## src/rtl/fetch_unit_pkg.sv

```systemverilog
// Shared types and constants for the fetch stage.
// Imported by fetch_unit and next_pc.
package pa_riscv;

  typedef enum logic [2:0] {
    S_IDLE,
    S_FETCH,
    S_WAIT,
    S_VALID,
    S_FAULT
  } ty_fetchState;

  localparam logic [31:0] NOP = 32'h0000_0013;
  localparam logic [31:0] DEFAULT_RESET_PC = 32'h0000_0000;
  localparam logic [31:0] PC_STEP = 32'h0000_0004;

  function automatic logic is_misaligned(
    input logic [31:0] addr
  );
    return |addr[1:0];
  endfunction

endpackage

```

## src/rtl/fetch_unit_next_pc.sv

```systemverilog
// Next-PC adder: sequential or branch target.
// Flags targets that are not word aligned.
module next_pc
  import pa_riscv::*;
(
  input  logic [31:0] i_pc,
  input  logic        i_pcSrc,
  input  logic [31:0] i_imm,
  output logic [31:0] o_target,
  output logic        o_misaligned
);

  logic [31:0] offset;

  // Pick the increment, add with natural 32-bit wrap
  always_comb begin
    offset       = i_pcSrc ? i_imm : PC_STEP;
    o_target     = i_pc + offset;
    o_misaligned = is_misaligned(o_target);
  end

endmodule

```

## src/rtl/fetch_unit.sv

```systemverilog
// Instruction fetch stage: PC owner, imem req/gnt/rvalid master.
// Holds one instruction until downstream consumes it.
module fetch_unit
  import pa_riscv::*;
#(
  parameter logic [31:0] RESET_PC = DEFAULT_RESET_PC
) (
  input  logic        i_clk,
  input  logic        i_arst,
  output logic        o_imemReq,
  output logic [31:0] o_imemAddr,
  input  logic        i_imemGnt,
  input  logic        i_imemRvalid,
  input  logic [31:0] i_imemRdata,
  input  logic        i_stall,
  input  logic        i_pcSrc,
  input  logic [31:0] i_immediateExtended,
  output logic [31:0] o_instruction,
  output logic        o_instrValid,
  output logic [31:0] o_pc,
  output logic [31:0] o_pcPlus4,
  output logic        o_fetchFault
);

  localparam logic [31:0] PC_INIT = {RESET_PC[31:2], 2'b00};

  ty_fetchState state_q;
  logic [31:0]  pc_q;
  logic [31:0]  instr_q;
  logic         req_q;
  logic         valid_q;
  logic         fault_q;

  logic [31:0]  target;
  logic         misaligned;

  next_pc u_next_pc (
    .i_pc         (pc_q),
    .i_pcSrc      (i_pcSrc),
    .i_imm        (i_immediateExtended),
    .o_target     (target),
    .o_misaligned (misaligned)
  );

  // Fetch FSM with registered handshake and status outputs
  always_ff @(posedge i_clk or posedge i_arst) begin
    if (i_arst) begin
      state_q <= S_IDLE;
      pc_q    <= PC_INIT;
      instr_q <= NOP;
      req_q   <= 1'b0;
      valid_q <= 1'b0;
      fault_q <= 1'b0;
    end else begin
      case (state_q)
        S_IDLE: begin
          state_q <= S_FETCH;
          req_q   <= 1'b1;
        end
        S_FETCH: begin
          if (i_imemGnt) begin
            state_q <= S_WAIT;
            req_q   <= 1'b0;
          end
        end
        S_WAIT: begin
          if (i_imemRvalid) begin
            instr_q <= i_imemRdata;
            valid_q <= 1'b1;
            state_q <= S_VALID;
          end
        end
        S_VALID: begin
          if (!i_stall) begin
            valid_q <= 1'b0;
            if (misaligned) begin
              fault_q <= 1'b1;
              state_q <= S_FAULT;
            end else begin
              pc_q    <= target;
              req_q   <= 1'b1;
              state_q <= S_FETCH;
            end
          end
        end
        S_FAULT: begin
          req_q   <= 1'b0;
          valid_q <= 1'b0;
          fault_q <= 1'b1;
        end
        default: begin
          state_q <= S_IDLE;
          req_q   <= 1'b0;
          valid_q <= 1'b0;
        end
      endcase
    end
  end

  // Output wiring; address and PC both track the held PC
  always_comb begin
    o_imemReq     = req_q;
    o_imemAddr    = pc_q;
    o_instruction = instr_q;
    o_instrValid  = valid_q;
    o_pc          = pc_q;
    o_pcPlus4     = pc_q + PC_STEP;
    o_fetchFault  = fault_q;
  end

endmodule

```

## config.mk

```make
export PLATFORM = sky130hd
export DESIGN_NAME = fetch_unit
export DESIGN_NICKNAME = d
export VERILOG_FILES = /design/src/rtl/fetch_unit_pkg.sv /design/src/rtl/fetch_unit_next_pc.sv /design/src/rtl/fetch_unit.sv
export SDC_FILE = /design/constraint.sdc
export NUM_CORES = 1
export LEC_CHECK = 0
export CORE_ASPECT_RATIO = 0.75
export CORE_UTILIZATION = 50
export CTS_BUF_LIST = sky130_fd_sc_hd__clkbuf_8
export CTS_CLUSTER_DIAMETER = 30
export DETAILED_ROUTE_END_ITERATION = 8
export PLACE_DENSITY_LB_ADDON = 0.15
export SLEW_MARGIN = 20
export SYNTH_ARGS = -nofsm -noshare
export SYNTH_HDL_FRONTEND = slang
export SYNTH_SLANG_ARGS = --single-unit
```

## constraint.sdc

```tcl
create_clock -name i_clk -period 5.73 [get_ports i_clk]
set_input_delay 1.146 -clock i_clk [delete_from_list [all_inputs] [get_ports i_clk]]
set_output_delay 1.146 -clock i_clk [all_outputs]
set_load 0.005 [all_outputs]
```

==> flow_summary.json <==
{
  "path_buf_inv": 1,
  "seqPwrFrac_pct": 29.1,
  "fin_crit_ns": 4.34,
  "synth_top_flop_cell": "dfrtp_1",
  "cts_buffers": 9,
  "maxSlewViolCount": 0,
  "peakVddDrop_mv": 0.262,
  "tns_ns": 0,
  "dr.pass1.iters": 5,
  "rsz0062_at_grt": "false",
  "timing_worst_setup_path_type": "in2reg",
  "cp_slowest_cell": "clkdlybuf4s50_1",
  "ant_nets": 0,
  "htree_levels": 3,
  "hpwl_mm": 11.3,
  "avgViaCountPerCell": 5.48,
  "routed_wl_mm": 14.7,
  "dp.cells": 891,
  "antenna_found_initial": 0,
  "yosysMostFrequentCell": "nand2_1",
  "synth.lib_cells_used.distinct": 54,
  "synth_area_per_cell_um2": 8.77,
  "fmax_mhz": 231,
  "io-pin-count": 201,
  "synth_adder_area_share_pct": 8.08,
  "die_h_um": 91.7,
  "yosysTopAreaCellShare_pct": 31.3,
  "synth_top_family_by_area": "simple AND/OR/NAND/NOR gates",
  "cts_tree": "done",
  "start_kind": "primary input",
  "cts_hold_buffers": 0,
  "muxShareOfSynthArea_pct": 7.10,
  "run_status": "finished clean",
  "comb_power_share_pct": 57.8,
  "crit_fanout": 15,
  "syn_area_um2": 5360,
  "skew_ns": 0.0146,
  "slowest_delay_ns": 0.69,
  "rows": 32,
  "grt_use_total_pct": 27.3,
  "synth_largest_area_cell": "dfrtp_1",
  "path_cells": "clkdlybuf4s50_1 -> and2_1 -> ha_1 -> fa_1 -> a21oi_1 -> o211ai_1 -> and3_1 -> or4_4 -> a221oi_2 -> o21bai_1 -> xnor2_1 -> o21ai_0",
  "diodes": 0,
  "final_nets": 870,
  "p_sw_mw": 1.31,
  "synth-warning-count": 0,
  "grt_pass1_vias": 4628,
  "cpLargestDelayFamily": "compound AO/OA/AOI/OAI gates",
  "synth.net_count": 715,
  "clk_latency_ns": 0.36,
  "vias": 4968,
  "hold_class": "reg2reg",
  "coreArea_um2": 10400,
  "worstPathRequired_ns": 5.93,
  "synth_xor_area_share_pct": 8.83,
  "synthTopCellsByCount": "69 x nand2_1, 67 x dfrtp_1, 42 x a21oi_1",
  "cp.arrival_ns": 4.54,
  "clk_pin_slew_worst_paths_ns": 0.09,
  "synth_seq_area_share_pct": 32.8,
  "fill_cells": 803,
  "synth-simple-area-share_pct": 19.6,
  "port_buffers": 200,
  "synth_compound_area_share_pct": 15.8,
  "crit_path_end_kind": "register",
  "postCtsSetupBuffers": 0,
  "power_leakage_nw": 3.08,
  "drc": 0,
  "globalplace.congestion": 0.887,
  "drive_gt1_share_pct": 8.95,
  "maxSlewHeadroom_pct": 39.8,
  "initial_utilization_pct": 51.7,
  "ff_latch_area_um2": 1760,
  "multiInputGateArea_um2": 3190,
  "cts_root_buf": "clkbuf_8",
  "setup_viol": 0,
  "worst_pin_slew_ns": 0.903,
  "hold_viol": 0,
  "ys_async_sr_fraction_pct": 100,
  "yosys-top-cells-area": "dfrtp_1 31%, ha_1 7.7%, mux2_2 6.7%, xnor2_1 6.4%, buf_4 4.9%",
  "grt_max_degree": 71,
  "clockBufferDepth": 2,
  "clkPwrFrac_pct": 13.1,
  "synth-seq-cells": 70,
  "grt-ovfl-total": 0,
  "wl_per_cell_um": 16.2,
  "fin_cells": 907,
  "switching_share_pct": 37.7,
  "grt_pass1_wl_mm": 23.9,
  "finalCritPeriodShare_pct": 75.7,
  "p_int_mw": 2.16,
  "drt_iter0_markers": 257,
  "fp.dieW_um": 122,
  "die-area_um2": 11100,
  "syn_inst": 611,
  "p_per_area_nw_per_um2": 466,
  "area_growth_pct": 38.8,
  "drv_cap": 0,
  "post_cts_resized": 0,
  "synth_edf_count": 0,
  "cts_sinks": 70
}
[power by group through the flow]
stage / clock network (mW) / registers (mW) / logic, mW
floorplan: 0 / 0.961 / 1.08
global placement: 0 / 0.999 / 1.96
detailed placement: 0 / 1.02 / 2.00
CTS: 0.466 / 1.01 / 2.01
global route: 0.485 / 1.05 / 2.19
finish: 0.456 / 1.01 / 2.00
[kinds of logic after synthesis]
| group | Yosys count |
|---|---|
| and+or+nand+nor | 209 |
| AOI/OAI and AO/OA | 133 |
| buffers and inverters | 77 |
| DFF | 70 |
| xor gates and xnor gates | 54 |
| muxes | 34 |
| adders and majority gates | 34 |
[layout make-up]
type	instances	area share, %
clock inverter	7	1.33
inverter	16	0.807
clock buffer	9	1.66
tap	136	2.29
timing repair buffer	205	27.4
multi-input combinational	464	42.9
sequential	70	23.6
[through the flow]
step	hold slack [ns]	cell area (um^2)	power [mW]	setup WS [ns]	util, %
after floorplan	0.465	5360	2.04	2.02	-
after global placement	0.453	7220	2.96	1.18	69.6
after detailed placement	0.469	7220	3.01	1.04	69.6
after CTS	0.496	7440	3.48	1.43	71.7
after global routing	0.510	7440	3.72	1.12	71.7
final	0.490	7440	3.47	1.39	71.7
[path summary, 6_finish.rpt]
kind,from,end,slack [ns],cells past startpoint
max,i_pcSrc,o_imemAddr[26]$_DFFE_PP0P_,1.39,12
min,o_fetchFault$_DFFE_PP0P_,o_fetchFault$_DFFE_PP0P_,0.49,1
max reg2reg,o_imemAddr[0]$_DFFE_PP0P_,o_imemAddr[26]$_DFFE_PP0P_,2.69,10
min reg2reg,o_fetchFault$_DFFE_PP0P_,o_fetchFault$_DFFE_PP0P_,0.49,1
max in group asynchronous,i_arst,o_imemAddr[9]$_DFFE_PP0P_,3.73,3
min in group asynchronous,i_arst,o_imemAddr[15]$_DFFE_PP0P_,1.42,3
[flip-flops by register name (all words and copies together) (netlist names)]
name	flops
o_imemAddr	32
o_instruction	32
state_q	3
o_fetchFault	1
o_imemReq	1
o_instrValid	1
[metal layers]
| metal | up-vias | share of wire (%) | GRT usage [%] |
|---|---|---|---|
| met1 | 2362 | 47 | 38.9 |
| met2 | 182 | 46 | 42.7 |
| met3 | 18 | 6.0 | 4.85 |
| met4 | 0 | 1.3 | 6.58 |
| met5 | - | 0 | 0 |
| li1 | 2406 | - | - |
[layout by cell type (no fill, tap or decap), drive strengths merged, types with 12 or more instances in the layout]
cell type	count
nand2	69
xor2	15
o21ai	43
inv	18
ha	33
dfrtp	67
nand3	22
a21oi	43
nand4	12
nor2	29
xnor2	39
mux2	32
and2	34
clkdlybuf4s50	200
Power figures use the tool's default switching activity.
